==> config.mk <==
export PLATFORM = sky130hd
export DESIGN_NAME = mdu_div_issuer
export DESIGN_NICKNAME = d
export VERILOG_FILES = /design/src/rtl/mdu_div_issuer.sv
export SDC_FILE = /design/constraint.sdc
export NUM_CORES = 1
export LEC_CHECK = 0
export CORE_AREA = 10 10 133 135
export DETAILED_ROUTE_END_ITERATION = 12
export DIE_AREA = 0 0 143 145
export GPL_TIMING_DRIVEN = 1
export PLACE_DENSITY_LB_ADDON = 0.05
export SLEW_MARGIN = 5
export SYNTH_ARGS = -nofsm -noshare
export SYNTH_HDL_FRONTEND = slang
export SYNTH_SLANG_ARGS = --single-unit
==> constraint.sdc <==
create_clock -name clk -period 2.11 [get_ports clk]
set_input_delay 0.211 -clock clk [delete_from_list [all_inputs] [get_ports clk]]
set_output_delay 0.211 -clock clk [all_outputs]
set_load 0.02 [all_outputs]
==> src/rtl/mdu_div_issuer.sv <==
// Requester-side front end for DivisorUnit: accepts div/rem requests, resolves
// divide-by-zero and signed overflow locally, issues the rest and returns results.
module mdu_div_issuer #(
   parameter int parallelism = 32,
   parameter int TIMEOUT     = 128
) (
   input  logic                   clk,
   input  logic                   rst_n,
   input  logic                   req_valid,
   output logic                   req_ready,
   input  logic [1:0]             req_op,
   input  logic [parallelism-1:0] req_dividend,
   input  logic [parallelism-1:0] req_divisor,
   output logic                   div_valid,
   output logic                   div_usigned,
   output logic [parallelism-1:0] div_dividend,
   output logic [parallelism-1:0] div_divisor,
   input  logic [parallelism-1:0] div_quotient,
   input  logic [parallelism-1:0] div_reminder,
   input  logic                   div_res_ready,
   output logic                   resp_valid,
   input  logic                   resp_ready,
   output logic [parallelism-1:0] resp_data,
   output logic                   resp_err
);

   typedef enum logic [1:0] {
      IDLE  = 2'b00,
      ISSUE = 2'b01,
      WAIT  = 2'b10,
      DONE  = 2'b11
   } state_t;

   localparam int CW = (TIMEOUT > 2) ? $clog2(TIMEOUT) : 1;
   localparam logic [CW-1:0]          CNT_ZERO = {CW{1'b0}};
   localparam logic [CW-1:0]          CNT_ONE  = {{(CW-1){1'b0}}, 1'b1};
   localparam logic [CW-1:0]          CNT_LAST = CW'(TIMEOUT - 1);
   localparam logic [parallelism-1:0] ZERO     = {parallelism{1'b0}};
   localparam logic [parallelism-1:0] ALL_ONES = {parallelism{1'b1}};
   localparam logic [parallelism-1:0] MIN_NEG  = {1'b1, {(parallelism-1){1'b0}}};

   state_t          state_r;
   logic [1:0]      op_r;
   logic [CW-1:0]   cnt_r;
   logic            is_zero_div_s;
   logic            is_ovf_s;

   // Classify the request on the port: the two cases answered without the divider
   always_comb begin
      is_zero_div_s = (req_divisor == ZERO);
      is_ovf_s      = (req_op[0] == 1'b0) && (req_dividend == MIN_NEG) &&
                      (req_divisor == ALL_ONES);
   end

   // Issue FSM with registered handshake, divider and response outputs
   always_ff @(posedge clk) begin
      if (!rst_n) begin
         state_r      <= IDLE;
         op_r         <= 2'b00;
         cnt_r        <= CNT_ZERO;
         req_ready    <= 1'b1;
         div_valid    <= 1'b0;
         div_usigned  <= 1'b0;
         div_dividend <= ZERO;
         div_divisor  <= ZERO;
         resp_valid   <= 1'b0;
         resp_data    <= ZERO;
         resp_err     <= 1'b0;
      end else begin
         case (state_r)
            IDLE: begin
               if (req_valid && req_ready) begin
                  op_r      <= req_op;
                  req_ready <= 1'b0;
                  if (is_zero_div_s) begin
                     state_r    <= DONE;
                     resp_valid <= 1'b1;
                     resp_err   <= 1'b0;
                     resp_data  <= req_op[1] ? req_dividend : ALL_ONES;
                  end else if (is_ovf_s) begin
                     state_r    <= DONE;
                     resp_valid <= 1'b1;
                     resp_err   <= 1'b0;
                     resp_data  <= req_op[1] ? ZERO : req_dividend;
                  end else begin
                     state_r      <= ISSUE;
                     cnt_r        <= CNT_ZERO;
                     div_valid    <= 1'b1;
                     div_usigned  <= req_op[0];
                     div_dividend <= req_dividend;
                     div_divisor  <= req_divisor;
                  end
               end else begin
                  req_ready <= 1'b1;
               end
            end
            ISSUE, WAIT: begin
               div_valid <= 1'b0;
               // A result arriving on the watchdog's last cycle still wins
               if (div_res_ready) begin
                  state_r      <= DONE;
                  resp_valid   <= 1'b1;
                  resp_err     <= 1'b0;
                  resp_data    <= op_r[1] ? div_reminder : div_quotient;
                  div_usigned  <= 1'b0;
                  div_dividend <= ZERO;
                  div_divisor  <= ZERO;
               end else if (cnt_r == CNT_LAST) begin
                  state_r      <= DONE;
                  resp_valid   <= 1'b1;
                  resp_err     <= 1'b1;
                  resp_data    <= ZERO;
                  div_usigned  <= 1'b0;
                  div_dividend <= ZERO;
                  div_divisor  <= ZERO;
               end else begin
                  state_r <= WAIT;
                  cnt_r   <= cnt_r + CNT_ONE;
               end
            end
            DONE: begin
               if (resp_ready) begin
                  state_r    <= IDLE;
                  req_ready  <= 1'b1;
                  resp_valid <= 1'b0;
                  resp_err   <= 1'b0;
                  resp_data  <= ZERO;
               end else begin
                  resp_valid <= 1'b1;
               end
            end
            default: begin
               state_r      <= IDLE;
               req_ready    <= 1'b1;
               div_valid    <= 1'b0;
               div_usigned  <= 1'b0;
               div_dividend <= ZERO;
               div_divisor  <= ZERO;
               resp_valid   <= 1'b0;
               resp_err     <= 1'b0;
               resp_data    <= ZERO;
            end
         endcase
      end
   end

endmodule

# After elaboration in Yosys (flattened, before gate mapping)

Cells that the tools add are included.

Flip-flop bits (word level): 112
Bits in latches: 0
Memory bits (writable): 0
Bits in read-only memories: 0
Logic and storage cells: 101
Memories kept: 0

$add $sub $neg: 1
$mul: 0
Div/mod/pow operators: 0
$lt $le $gt $ge: 0
Eq/ne operators: 14
Shift operators: 0
Muxes and demuxes: 58
Bitwise logic cells: 1
Reductions and logical operators: 16

Operators with widths:

| cell                                                           | number |
|---|---|
| 32-bit 2-to-1 mux                                              | 16 |
| 32-bit one-hot mux with 2 select lines                         | 2 |
| 32-bit one-hot mux with 3 select lines                         | 1 |
| 32-bit equality test (second input constant)                   | 2 |
| 7-bit 2-to-1 mux                                               | 5 |
| 32-bit logical NOT                                             | 1 |
| 1-bit 2-to-1 mux                                               | 23 |
| 7-bit one-hot mux with 2 select lines                          | 1 |
| 2-bit != test (second input constant)                          | 6 |
| 2-bit 2-to-1 mux                                               | 4 |
| 4-bit AND reduction                                            | 2 |
| 7-bit by 1-bit adder with 7-bit output (second input constant) | 1 |
| 7-bit equality test (second input constant)                    | 1 |
| 3-bit != test (second input constant)                          | 2 |
| 1-bit one-hot mux with 2 select lines                          | 3 |
| 1-bit one-hot mux with 3 select lines                          | 2 |
| 2-bit one-hot mux with 3 select lines                          | 1 |
| 2-bit AND reduction                                            | 3 |
| 6-bit AND reduction                                            | 1 |
| 5-bit AND reduction                                            | 1 |
| 2-bit equality test (second input constant)                    | 2 |
| 2-bit nonzero test                                             | 2 |
| 1-bit logical AND                                              | 3 |
| 3-bit AND reduction                                            | 1 |
| other kinds (4)                                                | 4 |

# Longest topological paths before layout

Gate-level depths: netlist (run 1).

Word-level depth: 7
Gate-level depth with buffers: 10

# Worst setup path after synthesis (run 1)

Ideal clock, no wire load.

Kind: register to register
Start point: register state_r[0]
End point: register resp_data[14]
Library setup time: 0.124 ns
Arrival: 2.061 ns
Required time: 1.986 ns
Path slack: -0.075 ns
Cell stages (with the launch flop): 11
Buffers on the path: 2
Clock period less this slack: 2.185 ns
Path through: dfxtp_1 > inv_1 > ha_1 > nor2b_1 > o21ai_0 > nand3_1 > a21oi_1 > or2_1 > clkbuf_1 > buf_2 > a21oi_1

Word-level cells in the longest chain between the ends: 4
Elaborated cells between the ends (all ways): 11

Ends and longest elaborated chain:

| element                                                                                      | RTL line | RTL |
|---|---|---|
| start, declared                                                                              | 42       | `state_t state_r;` |
| start signal, assigned                                                                       | 58       | `state_r <= IDLE;` |
| start signal, assigned                                                                       | 76       | `state_r <= DONE;` |
| start signal, assigned                                                                       | 81       | `state_r <= DONE;` |
| 2-bit by 1-bit equality test with 1-bit output / 2-bit equality test (equally long branches) | 70       | `case (state_r)` |
| 2-bit OR reduction                                                                           | 70       |  |
| 3-bit != test (no line)                                                                      | --       |  |
| 4-bit AND reduction (no line)                                                                | --       |  |
| end signal, assigned                                                                         | 79       | `resp_data <= req_op[1] ? req_dividend : ALL_ONES;` |
| end signal, assigned                                                                         | 84       | `resp_data <= req_op[1] ? ZERO : req_dividend;` |
| end signal, assigned                                                                         | 104      | `resp_data <= op_r[1] ? div_reminder : div_quotient;` |
| end, declared                                                                                | 23       | `output logic [parallelism-1:0] resp_data,` |

Parallel ways exist; a longest one is shown, timed or not.
A chain may end at the register's enable or synchronous reset.

# Final worst setup path (run 1)

Start point: input req_divisor[13]
End point: register resp_data[3]

Word-level cells in the longest chain between the ends: 4
Elaborated cells between the ends (all ways): 8

Ends and longest elaborated chain:

| element                                                                                        | RTL line | RTL |
|---|---|---|
| start, declared                                                                                | 13       | `input logic [parallelism-1:0] req_divisor,` |
| 32-bit equality test / 32-bit logical NOT (equally long branches)                              | 52, 50   |  |
| 1-bit logical AND / 32-bit 2-to-1 mux (equally long branches)                                  | 51, 75   |  |
| 3-bit != test (no line) / 32-bit 2-to-1 mux (equally long branches)                            | --       |  |
| 4-bit AND reduction (no line) / 32-bit one-hot mux with 3 select lines (equally long branches) | --       |  |

Parallel ways exist; a longest one is shown, timed or not. The select of a mux whose other input is x is not followed.

==> reports/qor.txt, run 1 <==
Final setup violation count - 0
Commonest cells post-synth - 111 x dfxtp_1, 96 x nand2_1, 84 x mux2i_1
Die height - 145 µm
Critical Path Fanout Max - 8
Max_slew headroom - 0.599
Die Width - 143 µm
Count of clock tree sinks - 111
Wire per inst - 20.2 µm
Initial antenna violation count - 3
Gr usage total - 0.218
Layout area overhead - 70.1%
Hold buffers post-CTS - 0
Non-filler cells in the finished layout - 1166
Placed cells - 1128
Vias per cell - 5.45
Largest net degree at the start of global routing - 59
Setup TNS - 0 ps
Ports - 236
Number of synthesized register bits - 111
Final min period - 2020 ps
Sequential area share after synthesis - 0.385
Maximum vdd drop - 0.502 mV
Global-route wire length before repair - 36100 µm
CTS tree - built
Nets - 1108
RSZ-0062 raised after global routing - no
Synthesis Warnings - 0
H-tree depth - 3
CP required - 2340 ps
CTS Buf Count - 9
Pwr Density - 1000 mW/mm²
Max-Cap Viols - 0
Remaining DRCs - 0
Asr flop ratio synth - 0
Crit start category - input port
I/O Buffers - 235
Total grt overflow - 0
Syn_area_per_cell - 8.47 µm²
Top_reg_cell synth - dfxtp_1
Worst-margin pin slew - 602 ps
Worst Path Arrival - 2250 ps
Hold Crit Class - input port to flop
Fillers - 1266
Final hold violations - 0
Row Count - 45
Vias in the first global route - 6665
Worst skew pair latency - 360 ps
1st-pass router iterations - 5
Routability cong. - 0.807
Drt total wl - 23600 µm
Finished Core Util - 0.654
Mapped Cells - 682
Static Leak - 3.93 nW
Count leader, synth - dfxtp_1
Fraction of layout cells with a size suffix above 1 - 0.187
Final HPWL DP - 17200 µm
Synth unique cells - 46
Core box area - 0.0150 mm²
Slew Viols, Final - 0
Max clock buf depth - 2
Layout Skew - 9.47 ps
EDFF count, synth - 0
Final period util - 0.957
Area leader, netlist - dfxtp_1
Reg clk slew, reported paths - 80 ps
Vias - 6360
Post-DRT Antenna Nets - 0
Post-synthesis cell area - 0.00578 mm²
Initial core utilization - 0.384
Synth top area cells - dfxtp_1 38%, mux2i_1 15%, a21oi_1 6.4%
Yosys top cell area share - 0.385
Crit Path Class - input port to flop
Clock tree root buffer cell - clkbuf_16
Post-Syn Nets - 820
Total die area - 0.0207 mm²
F_max - 495 MHz
Status - finished, final reports clean
DRT iter0 DRCs - 455
CP Capture Type - flop
## metal layers
layer	routed length, µm	vias up	GRT usage	part of all wire
met3	2070	32	0.0724	0.088
met4	423	0	0.0650	0.018
met2	11800	228	0.370	0.50
met5	0	-	0	0
li1	-	3059	-	-
met1	9330	3041	0.251	0.40
## through the flow
stage          instance area [µm²]  worst slack (ps)  power [mW]  hold WS [ps]
2_1_floorplan                 5790             -49.4        5.40           361
3_3_place_gp                  8840              -540        7.30           443
3_5_place_dp                  8840              -643        7.38           452
4_1_cts                       9620              3.69        9.80           258
5_1_grt                       9820              2.05        10.3           184
6_report                      9830              90.0        9.86           184
## worst max-delay path: stages
cell	delay (ps)
clkdlybuf4s50_1	440
nor4_2	310
nand4_1	230
or2_4	340
a21oi_4	200
or2_4	190
buf_12	120
buf_12	140
a21oi_4	60
## state kept, by name, indices dropped and copies added, names as in the netlist
register	cells
div_usigned	1
resp_valid	1
div_dividend	32
state_r	2
req_ready	1
div_valid	1
div_divisor	32
cnt_r	7
resp_err	1
op_r	1
resp_data	32
## report_power, final
part	internal, mW	total, mW	switching (mW)
clock	0.854	1.73	0.872
combinational	2.54	5.22	2.68
sequential	2.60	2.91	0.306
## layout make-up
type | instances | area [µm²] | area share
clock inverter | 6 | 53.8 | 0.00547
clock buffer | 10 | 239 | 0.0243
timing repair buffer | 339 | 3480 | 0.355
sequential | 111 | 2230 | 0.227
antenna | 3 | 7.51 | 0.000764
tap | 188 | 235 | 0.0239
multi-input combinational | 503 | 3560 | 0.362
inverter | 6 | 22.5 | 0.00229
## cells in the final DEF, fill, tap and decap left out, types with 24 or more instances in the layout
cell type and instances:
dlymetal6s2s_1 24, nand3_1 55, nor2_1 39, o31ai_1 32
maj3_1 32, clkdlybuf4s50_1 193, buf_4 75, nand2_1 95
mux2i_1 83, dfxtp_1 108, a21oi_1 64
## timing repair
action                                  4_1_cts  5_1_grt
gates cloned                                  6        0
buffers inserted                             11        2
gates resized for setup                      85       45
hold endpoints to repair                      0        0
endpoints found under the setup margin      108       77
pin swaps                                    16       19
## final timing paths
| path | startpoint | slack [ps] | cells past startpoint | end |
|---|---|---|---|---|
| setup / recovery | req_divisor[13] | 90 | 9 | resp_data[3]$_SDFFE_PN0P_ |
| hold / removal | req_divisor[1] | 180 | 3 | div_divisor[1]$_SDFFE_PN0P_ |
| setup reg to reg | state_r[0]$_SDFFE_PN0P_ | 90 | 10 | resp_data[3]$_SDFFE_PN0P_ |
| hold reg to reg | div_divisor[23]$_SDFFE_PN0P_ | 470 | 2 | div_divisor[23]$_SDFFE_PN0P_ |
## kinds of logic (layout without fill, tap and decap cells)
family                   count (synthesis)  in the layout  share of synthesized area
AO/OA/AOI/OAI                          143            143                      0.155
adder cells (fa/ha/maj)                 35             35                     0.0619
buffers and inverters                   68            361                     0.0524
flip-flops                             111            111                      0.385
multiplexers                            84             84                      0.146
other                                    0              3                          0
AND/OR/NAND/NOR                        241            241                      0.201
Power figures use the tool's default switching activity.
==> inputs of run 2 (changes only) <==
Settings changed: CORE_AREA 10 10 133 135 to 2 2 125 127, DIE_AREA 0 0 143 145 to 0 0 127 129.
==> reports/qor.txt, run 2 (synthesis gave the netlist of run 1 again) <==
Status - finished, final reports clean
Static Leak - 3.90 nW (-0.79%)
Ports - 236 (unchanged)
Wire per inst - 18.5 µm (-8.6%)
Most common cell after layout, fill and taps aside - clkdlybuf4s50_1
Vias per cell - 5.39 (-1.2%)
Critical Path Fanout Max - 6 (-2)
Layout area overhead - 67.6%
Final min period - 2070 ps (+46.7 ps)
Vias - 6283 (-1.2%)
Nets - 1111 (+0.27%)
Fraction of layout cells with a size suffix above 1 - 0.165 (-0.0220)
CP max stage delay - 530 ps (+90 ps)
Clock share of power - 0.172 (-0.003)
Die Width - 127 µm (-11%)
Maximum vdd drop - 0.555 mV (+11%)
Max clock buf depth - 2 (unchanged)
F_max - 484 MHz (-2.3%)
Switching power - 3.72 mW (-3.6%)
Die height - 129 µm (-11%)
CP Capture Type - flop
Gr usage total - 0.247 (+0.0294)
Initial core utilization - 0.386 (+0.00144)
I/O Buffers - 235 (unchanged)
H-tree depth - 3 (unchanged)
Initial antenna violation count - 2 (-1)
CP required - 2370 ps (+30 ps)
Worst Path Arrival - 2320 ps (+70 ps)
Layout Skew - 6.83 ps (-2.64 ps)
Max-Cap Viols - 0 (unchanged)
Hold buffers post-CTS - 0 (unchanged)
Setup ws final - 43.3 ps (-46.7 ps)
Largest net degree at the start of global routing - 66 (+12%)
Crit Path Class - input port to flop
Part of the power in combinational logic - 0.526 (-0.004)
Clock tree root buffer cell - clkbuf_16
Remaining DRCs - 0 (unchanged)
Max_slew headroom - 0.699 (+0.100)
Crit start category - input port
Non-filler cells in the finished layout - 1166 (unchanged)
Placement Setup Slack - -615 ps (+28.9 ps)
Sequential standard cell area - 0.00222 mm² (about the same)
Pwr Density - 996 mW/mm² (-0.72%)
Routability cong. - 0.890 (+10%)
Global-route wire length before repair - 31800 µm (-12%)
Worst reg2reg setup slack - 100 ps (about the same)
Sequential Power Share - 0.302 (+0.007)
Overall Power - 9.64 mW (-2.2%)
Row Count - 45 (unchanged)
Power Internal - 5.92 mW (-1.3%)
RSZ-0062 raised after global routing - yes
Multi-input gate area - 0.00346 mm² (-2.8%)
Vias in the first global route - 6114 (-8.3%)
Worst-margin pin slew - 452 ps (-151 ps)
Slowest CP cell - or4b_4
Final HPWL DP - 15800 µm (-8.6%)
Finished Core Util - 0.646 (-0.00732)
Fillers - 1254 (-0.95%)
Total grt overflow - 0 (unchanged)
Hold Crit Class - input port to flop
CTS Buf Count - 9 (unchanged)
Post-DRT Antenna Nets - 0 (unchanged)
Switching share of power - 0.386 (-0.00545)
Top flop regs - div_dividend x32, div_divisor x32, resp_data x32
CTS tree - built
Final period util - 0.979 (+0.0221)
Final setup violation count - 0 (unchanged)
Reg clk slew, reported paths - 70 ps (about the same)
Worst skew pair latency - 370 ps (about the same)
Commonest non-fill, non-tap cells in the layout - 202 x clkdlybuf4s50_1, 109 x dfxtp_1, 95 x nand2_1
Core box area - 0.0150 mm² (-0.37%)
Count of clock tree sinks - 111 (unchanged)
Placed cells - 1136 (+0.71%)
Drt total wl - 21600 µm (-8.6%)
Ant diodes - 0 (-3)
Critical-path cell list - dlygate4sd2_1 > or4b_4 > nor4_4 > nand4_4 > buf_6 > o211ai_4 > a21oi_4 > buf_8 > clkbuf_16 > mux2i_1
Final hold violations - 0 (unchanged)
Slew Viols, Final - 0 (unchanged)
DRT iter0 DRCs - 468 (+2.9%)
1st-pass router iterations - 4 (-1)
Total die area - 0.0164 mm² (-21%)
## run 2: critical path: cells and delay by family
kind | cells | cell delay (ps)
muxes | 1 | 120
and+or+nand+nor | 3 | 900
AOI/OAI and AO/OA | 2 | 340
buffers and inverters | 4 | 760
## run 2: metrics by stage
step	hold slack [ps]	area, µm²	TNS (ps)
2_1_floorplan	361	5790	-1680
3_3_place_gp	443	8890	-52340
3_5_place_dp	449	8890	-60390
4_1_cts	252	9350	-34.3
5_1_grt	199	9680	-665
6_report	174	9680	0
## run 2: timing repair
item | CTS | global route
buffers inserted | 2 | 6
setup endpoints to repair | 108 | 105
cloned | 2 | 7
pin swaps | 10 | 16
resized for setup | 31 | 64
## run 2: power groups by stage
stage	clock network, mW	registers [mW]	logic (mW)
floorplan	0	3.48	1.92
global placement	0	2.93	4.41
detailed placement	0	2.94	4.48
CTS	1.67	2.91	4.71
global route	1.75	2.96	5.38
finish	1.65	2.91	5.08
## run 2: final cells by class
cell class | instances | area share
multi-input combinational | 503 | 0.357
timing repair buffer | 342 | 0.358
tap | 188 | 0.0243
clock buffer | 11 | 0.0251
sequential | 111 | 0.230
inverter | 6 | 0.00258
clock inverter | 5 | 0.00349
## run 2: worst paths after layout
check                                                  from                             to  cells after the start
worst max-delay path                       req_dividend[24]  div_dividend[25]$_SDFFE_PN0P_                     10
worst min-delay path                        req_divisor[17]   div_divisor[17]$_SDFFE_PN0P_                      3
worst max register to register        cnt_r[0]$_SDFFE_PN0P_      resp_data[9]$_SDFFE_PN0P_                      9
worst min register to register  div_divisor[4]$_SDFFE_PN0P_    div_divisor[4]$_SDFFE_PN0P_                      2
## run 2: per-layer routing
metal | vias up | track usage | wire [µm]
li1 | 3056 | - | -
met1 | 2991 | 0.305 | 9010
met2 | 219 | 0.435 | 10900
met3 | 15 | 0.0632 | 1480
met4 | 2 | 0.0562 | 214
met5 | - | 0 | 13
